--- src/rtl/name_issue_arbiter.sv ---
// name_issue_arbiter: shares the FIB pipeline name-component input between two
// requesters. Round-robin grant per name, one component per cycle with
// first/last/src/index tags, honours pipe_stall, truncates names longer than
// MAX_NAME_LENGTH by draining the surplus components.
// Optional feature: define NAME_ARB_STATS_EN to build the saturating statistics
// counters; otherwise the stat_* ports are tied to zero.
module name_issue_arbiter #(
  parameter int WORD_SIZE         = 32,
  parameter int MAX_NAME_LENGTH   = 8,
  parameter int STRIDE_INDEX_SIZE = 3,
  parameter int STATS_WIDTH       = 16
) (
  input  logic                         clk_in,
  input  logic                         rst_n_in,
  input  logic                         req_valid_1,
  input  logic [WORD_SIZE-1:0]         req_word_1,
  input  logic                         req_last_1,
  output logic                         req_ready_1,
  input  logic                         req_valid_2,
  input  logic [WORD_SIZE-1:0]         req_word_2,
  input  logic                         req_last_2,
  output logic                         req_ready_2,
  input  logic                         pipe_stall,
  output logic                         pipe_valid,
  output logic [WORD_SIZE-1:0]         pipe_word,
  output logic                         pipe_first,
  output logic                         pipe_last,
  output logic                         pipe_src,
  output logic [STRIDE_INDEX_SIZE-1:0] pipe_index,
  output logic                         trunc_err,
  output logic                         busy,
  output logic [STATS_WIDTH-1:0]       stat_names_1,
  output logic [STATS_WIDTH-1:0]       stat_names_2,
  output logic [STATS_WIDTH-1:0]       stat_trunc
);

  localparam logic [1:0] ST_IDLE   = 2'd0;
  localparam logic [1:0] ST_STREAM = 2'd1;
  localparam logic [1:0] ST_DRAIN  = 2'd2;

  localparam logic [STRIDE_INDEX_SIZE-1:0] LAST_IDX =
    STRIDE_INDEX_SIZE'(MAX_NAME_LENGTH - 1);

  logic [1:0]                   r_state;
  logic                         r_owner;   // 0 = requester 1, 1 = requester 2
  logic                         r_rr;      // requester favoured on contention
  logic [STRIDE_INDEX_SIZE-1:0] r_count;

  logic                         r_vld_p1;
  logic [WORD_SIZE-1:0]         r_word_p1;
  logic                         r_first_p1;
  logic                         r_last_p1;
  logic                         r_src_p1;
  logic [STRIDE_INDEX_SIZE-1:0] r_index_p1;
  logic                         r_trunc_p1;

  logic                 w_own_valid;
  logic [WORD_SIZE-1:0] w_own_word;
  logic                 w_own_last;
  logic                 w_own_ready;
  logic                 w_xfer;
  logic                 w_issue;
  logic                 w_at_max;
  logic                 w_issue_last;
  logic                 w_trunc;
  logic                 w_name_end;
  logic                 w_any_req;
  logic                 w_grant_src;

  // The non-owner is never ready, so its valid is ignored while a name is open.
  assign w_own_valid  = r_owner ? req_valid_2 : req_valid_1;
  assign w_own_word   = r_owner ? req_word_2  : req_word_1;
  assign w_own_last   = r_owner ? req_last_2  : req_last_1;
  // DRAIN swallows surplus components even while the pipeline is stalled.
  assign w_own_ready  = ((r_state == ST_STREAM) && !pipe_stall) || (r_state == ST_DRAIN);
  assign req_ready_1  = w_own_ready && !r_owner;
  assign req_ready_2  = w_own_ready && r_owner;

  assign w_xfer       = w_own_valid && w_own_ready;
  assign w_issue      = w_xfer && (r_state == ST_STREAM);
  assign w_at_max     = (r_count == LAST_IDX);
  assign w_issue_last = w_own_last || w_at_max;
  assign w_trunc      = w_issue && w_at_max && !w_own_last;
  assign w_name_end   = w_xfer && w_own_last;

  assign w_any_req    = req_valid_1 || req_valid_2;
  assign w_grant_src  = (req_valid_1 && req_valid_2) ? r_rr : req_valid_2;

  assign busy = (r_state != ST_IDLE);

  // Name-level control: grant, component counting, truncation and round-robin.
  always_ff @(posedge clk_in or negedge rst_n_in) begin
    if (!rst_n_in) begin
      r_state <= ST_IDLE;
      r_owner <= 1'b0;
      r_rr    <= 1'b0;
      r_count <= '0;
    end else begin
      case (r_state)
        ST_IDLE: begin
          if (w_any_req) begin
            r_state <= ST_STREAM;
            r_owner <= w_grant_src;
            r_count <= '0;
          end
        end
        ST_STREAM: begin
          if (w_issue) begin
            if (w_own_last) begin
              r_state <= ST_IDLE;
              r_rr    <= ~r_owner;
              r_count <= '0;
            end else if (w_at_max) begin
              r_state <= ST_DRAIN;
              r_count <= '0;
            end else begin
              r_count <= r_count + STRIDE_INDEX_SIZE'(1);
            end
          end
        end
        ST_DRAIN: begin
          if (w_name_end) begin
            r_state <= ST_IDLE;
            r_rr    <= ~r_owner;
          end
        end
        default: r_state <= ST_IDLE;
      endcase
    end
  end

  // ---- stage p1: issued component register, held while the pipeline stalls ----
  always_ff @(posedge clk_in or negedge rst_n_in) begin
    if (!rst_n_in) begin
      r_vld_p1   <= 1'b0;
      r_word_p1  <= '0;
      r_first_p1 <= 1'b0;
      r_last_p1  <= 1'b0;
      r_src_p1   <= 1'b0;
      r_index_p1 <= '0;
      r_trunc_p1 <= 1'b0;
    end else begin
      r_trunc_p1 <= w_trunc;
      if (w_issue) begin
        r_vld_p1   <= 1'b1;
        r_word_p1  <= w_own_word;
        r_first_p1 <= (r_count == '0);
        r_last_p1  <= w_issue_last;
        r_src_p1   <= r_owner;
        r_index_p1 <= r_count;
      end else if (!pipe_stall) begin
        r_vld_p1 <= 1'b0;
      end
    end
  end

  assign pipe_valid = r_vld_p1;
  assign pipe_word  = r_word_p1;
  assign pipe_first = r_first_p1;
  assign pipe_last  = r_last_p1;
  assign pipe_src   = r_src_p1;
  assign pipe_index = r_index_p1;
  assign trunc_err  = r_trunc_p1;

`ifdef NAME_ARB_STATS_EN
  function automatic logic [STATS_WIDTH-1:0] f_sat_inc(input logic [STATS_WIDTH-1:0] v);
    return (&v) ? v : v + STATS_WIDTH'(1);
  endfunction

  logic [STATS_WIDTH-1:0] r_stat_n1;
  logic [STATS_WIDTH-1:0] r_stat_n2;
  logic [STATS_WIDTH-1:0] r_stat_tr;

  // Saturating counts of names completed per source and of truncated names.
  always_ff @(posedge clk_in or negedge rst_n_in) begin
    if (!rst_n_in) begin
      r_stat_n1 <= '0;
      r_stat_n2 <= '0;
      r_stat_tr <= '0;
    end else begin
      if (w_issue && w_issue_last && !r_owner) r_stat_n1 <= f_sat_inc(r_stat_n1);
      if (w_issue && w_issue_last && r_owner)  r_stat_n2 <= f_sat_inc(r_stat_n2);
      if (w_trunc)                             r_stat_tr <= f_sat_inc(r_stat_tr);
    end
  end

  assign stat_names_1 = r_stat_n1;
  assign stat_names_2 = r_stat_n2;
  assign stat_trunc   = r_stat_tr;
`else
  assign stat_names_1 = '0;
  assign stat_names_2 = '0;
  assign stat_trunc   = '0;
`endif

endmodule

--- config.mk ---
export PLATFORM = sky130hd
export DESIGN_NAME = name_issue_arbiter
export DESIGN_NICKNAME = d
export VERILOG_FILES = /design/src/rtl/name_issue_arbiter.sv
export SDC_FILE = /design/constraint.sdc
export NUM_CORES = 1
export LEC_CHECK = 0
export BUFFER_PORTS_ARGS = -buffer_cell sky130_fd_sc_hd__buf_4
export CAP_MARGIN = 40
export CORE_ASPECT_RATIO = 0.9
export CORE_MARGIN = 2
export CORE_UTILIZATION = 45
export CTS_CLUSTER_SIZE = 30
export DETAILED_ROUTE_END_ITERATION = 10
export MAX_ROUTING_LAYER = met4
export PLACE_DENSITY = 0.82
export SETUP_SLACK_MARGIN = 0.2
export SYNTH_ARGS = -nofsm -noshare
export SYNTH_HDL_FRONTEND = slang
export SYNTH_SLANG_ARGS = --single-unit
--- constraint.sdc ---
create_clock -name clk_in -period 5.4 [get_ports clk_in]
set_clock_uncertainty 0.15 [all_clocks]
set_input_delay 1.08 -clock clk_in [delete_from_list [all_inputs] [get_ports clk_in]]
set_output_delay 1.08 -clock clk_in [all_outputs]
set_load 0.05 [all_outputs]
# [After elaboration in Yosys (flattened, before gate mapping)]
# Cells that the tools add are included.
[word_totals] reg_bits=47 latchBits=0 ram_bits=0 romBits=0 out_inout_bits=91 word_cells=67 n_memories=0
[op_classes] add_sub_neg=1 mul=0 div_mod_pow=0 n_lt_le_gt_ge=0 eq_ne=9 n_shift=0 mux=21 n_bitwise=1 n_reduce_logical=24
[op_table] op="two-way mux 32 bit" count=1
[op_table] op="two-way mux 3 bit" count=4
[op_table] op="two-way mux 2 bit" count=5
[op_table] op="logical AND 1 bit" count=9
[op_table] op="two-way mux 1 bit" count=8
[op_table] op="inequality test 2 bit, second input constant" count=4
[op_table] op="AND reduction 4 bit" count=2
[op_table] op="case mux 2 bit (3 select lines)" count=1
[op_table] op="case mux 3 bit (2 select lines)" count=1
[op_table] op="nonzero test 2 bit" count=3
[op_table] op="adder 3 x 1 -> 3 bit, second input constant" count=1
[op_table] op="equality test 3 bit, second input constant" count=1
[op_table] op="zero test 1 bit" count=3
[op_table] op="zero test 3 bit" count=1
[op_table] op="logical OR 1 bit" count=3
[op_table] op="inequality test 3 bit, second input constant" count=1
[op_table] op="AND reduction 3 bit" count=1
[op_table] op="equality test 2 x 1 -> 1 bit, second input constant" count=1
[op_table] op="equality test 2 bit, second input constant" count=1
[op_table] op="zero test 2 bit" count=1
[op_table] op="inequality test 2 x 1 -> 1 bit, second input constant" count=1
[op_table] op="case mux 1 bit (2 select lines)" count=1
[op_table] op="AND reduction 2 bit" count=1
[op_table] op="inverter 1 bit" count=1

# [Logic depth before layout (Yosys ltp)]
[logic_depth] ltp_word=7 ltp_mapped=5

# [Worst setup path before layout]
# Ideal clock, no wire load.
[synth_timing] path_kind="input -> output" start="input port pipe_stall" end="output port req_ready_2" arrival_time_ps=2173 required_ps=4170 slack_ps=1997 path_stages=3 path_buffers=0 cell_sequence="nor3b_1 -> nor2_1 -> nor2b_1"
[synth_between] elab_chain_cells=4
[synth_rtl] item="start: declaration" line="23" source="input logic pipe_stall,"
[synth_rtl] item="zero test 1 bit"
[synth_rtl] item="logical AND 1 bit" line="75" source="assign w_own_ready = ((r_state == ST_STREAM) && !pipe_stall) || (r_state == ST_DRAIN);"
[synth_rtl] item="logical OR 1 bit" line="75"
[synth_rtl] item="logical AND 1 bit" line="77" source="assign req_ready_2 = w_own_ready && r_owner;"
[synth_rtl] item="end: declaration" line="22" source="output logic req_ready_2,"
# No other way between the ends.

# [Final worst setup path]
# Same ends and word-level chain as after synthesis.

==> metrics.cfg <==
[run_status]
status = complete, no violations

[global_route]
grt_pass1_wl_mm = 8.84
antenna_found_initial = 0
grt_pass1_vias = 1884
overflow = 0
grt_usage_pct = 16.5
grt_max_degree = 48

[pwr]
p_per_area_mw_per_mm2 = 638
vdd_ir_drop_max_uv = 298
p_leak_nw = 1.86

[cells_and_area]
nets = 407
syn2layout_area_growth_pct = 27.3
seq_area_sq_mm = 0.00118
multi_input_area_sq_mm = 0.00138
fin_area_sq_mm = 0.00362
mostFrequentLayoutCells = 114 x buf_4, 48 x conb_1, 47 x dfrtp_1
fin_cells = 421
mostFrequentLayoutCell = buf_4
n_antenna_cell = 0
fin_util_pct = 59.2
fillers = 502
drive_gt1_share_pct = 57.8

[synth]
postSynthCellCount = 221
synth_warnings = 0
yosysSeqAreaShare_pct = 41.3
synthDistinctLibCells = 38
synth.cell_area_sq_mm = 0.00285
syn_avg_cell_area_sq_um = 12.9
ys_seq_elements = 47

[sta]
worst_pin_slew_ns = 0.840
slew_headroom_pct = 44.0
min_period_ns = 3.21
rsz0062_at_grt = false
min_period_over_period_pct = 59.5
setup_tns_ns = 0
hold_viol_final = 0
drv_slew = 0
setup_viol = 0
fmax_mhz = 311

[critical_path]
max_stage_delay_ns = 0.29
worstReg2RegEnd = pipe_word[24]
cp.arrival_ns = 1.98
crit_slowest_cell = nor3b_1
endpoint = req_ready_2
worstSetupEndpointType = primary output
criticalPathCategory = in2out
timing.rr.start = r_owner
cp_cell_sequence = buf_4 -> nor3b_1 -> nor2_1 -> nor2b_1 -> buf_4
cp-start-kind = input pin
critical_path_peak_fanout = 6
cp-startpoint = pipe_stall
rrSetupSlack_ns = 2.52
critPathRequiredTime_ns = 4.17
critPathMostFrequentCell = buf_4
r2r_cells = 4

[placed_design]
gp_congestion = 0.826
dp_hpwl_mm = 4.26
io_buffers = 113
dp.cells = 413
place_area_sq_mm = 0.00354

[clocking]
clock-sinks = 47
cts_buffers = 5
ctsHoldBuffers = 0
cts_resized = 0
cts_setup_buffers = 0
h-tree-depth = 2
cts_buffer_depth = 2
cts_tree = built
clkLatencyLatePin_ns = 0.29
clk_pin_slew_ns = 0.09
clock-root-buffer = clkbuf_8

[floorplan]
die_x_microns = 87.8
die-area_sq_mm = 0.00698
row_count = 27
die_h_microns = 79.5
initial_core_util_pct = 46.6
io_pins = 162
coreArea_sq_mm = 0.00611

[job]
maxCapViolations = 0

[drt]
drt-initial-drc-count = 51
firstDrtPassIters = 4
drc_errors = 0
routed_via_density = 4.51
vias = 1898
ant_nets = 0
drt_wl_total_mm = 5.59
post_drt_wl_per_cell_microns = 13.3

[min_path]
hold_path.class = reg2reg

registers in the layout (all words and copies together), names as in the netlist:
signal	flops
r_rr	1
pipe_src	1
pipe_word	32
r_state	2
r_count	3
pipe_first	1
pipe_last	1
r_owner	1
pipe_valid	1
pipe_index	3
trunc_err	1
power breakdown:
part,internal [mW],switching [mW]
Sequential,0.513,0.130
Clock,0.0887,0.110
Combinational,0.582,0.886
Total,1.18,1.13
worst max-delay path, delay by kind of cell:
family	cells	cell delay [ns]
buffers and inverters	2	0.33
AND/OR/NAND/NOR	3	0.56
how the worst min path moves through the flow:
stage / to / slack (ns) / cells after the start / start
after detailed placement: pipe_valid / 0.33 / 1 / pipe_valid
after floorplan: pipe_first / 0.34 / 1 / r_count[2]
final: pipe_valid / 0.35 / 1 / pipe_valid
after global routing: pipe_valid / 0.38 / 1 / pipe_valid
after global placement: pipe_valid / 0.32 / 1 / pipe_valid
after CTS: pipe_valid / 0.35 / 1 / pipe_valid
per-layer routing:
layer / track usage [%] / routed length, microns / vias up / share of wire [%]
li1: - / - / 896 / -
met1: 20.7 / 2280 / 907 / 41
met2: 27.9 / 2880 / 90 / 52
met3: 2.69 / 385 / 5 / 6.9
met4: 4.15 / 42 / 0 / 0.75
met5: - / 0 / - / 0
Yosys cell counts:
cell type  number  area [sq um]
or3b_1          1          8.76
o41ai_1         1          8.76
buf_4          48           360
nor2_1          5          18.8
a21o_1          2          15.0
nand3b_1        1          7.51
a22o_1          4          35.0
buf_12          3          60.1
mux2_2         40           450
nand2b_1        1          6.26
inv_1           5          18.8
o21bai_1        1          7.51
o32ai_1         1          8.76
nor4_1          2          12.5
nor3b_1         1          7.51
o21ba_2         1          10.0
or2b_1          2          15.0
dfrtp_1        47          1180
conb_1          1          3.75
clkbuf_1        2          7.51
o32a_1          1          10.0
nand2_1         2          7.51
and3_1          2          12.5
ha_1            3          37.5
nor3_1          1          5.00
o22ai_1         1          6.26
mux2i_2         1          13.8
buf_2           2          10.0
a21oi_1         3          15.0
nor2_8          1          20.0
a2bb2oi_1       1          8.76
o21ai_0         1          5.00
mux2_4         28           420
nor2b_1         1          6.26
a31oi_1         1          6.26
and2b_1         1          7.51
nand3_1         1          5.00
buf_6           1          11.3
kinds of logic after synthesis:
| group | after synthesis | synth area share [%] |
|---|---|---|
| AOI/OAI and AO/OA | 18 | 4.79 |
| adders and majority gates | 3 | 1.32 |
| buffers and inverters | 61 | 16.4 |
| DFF | 47 | 41.3 |
| muxes | 69 | 31.1 |
| other | 1 | 0.132 |
| and+or+nand+nor | 22 | 4.92 |
area by class of cell:
type                       count  area share (%)
clock buffer                   5            1.90
clock inverter                 3           0.415
inverter                       5           0.518
multi-input combinational    160            38.1
sequential                    47            32.5
tap                           87            3.01
timing repair buffer         114            23.6
per-stage QoR:
step | hold WS [ns] | total power, mW | worst slack, ns
floorplan | 0.335 | 1.78 | 2.00
global placement | 0.320 | 2.10 | 2.22
detailed placement | 0.331 | 2.13 | 2.18
CTS | 0.353 | 2.34 | 2.13
global route | 0.377 | 2.43 | 2.07
finish | 0.349 | 2.31 | 2.19
Note: power is estimated with default switching activity, not from simulation.
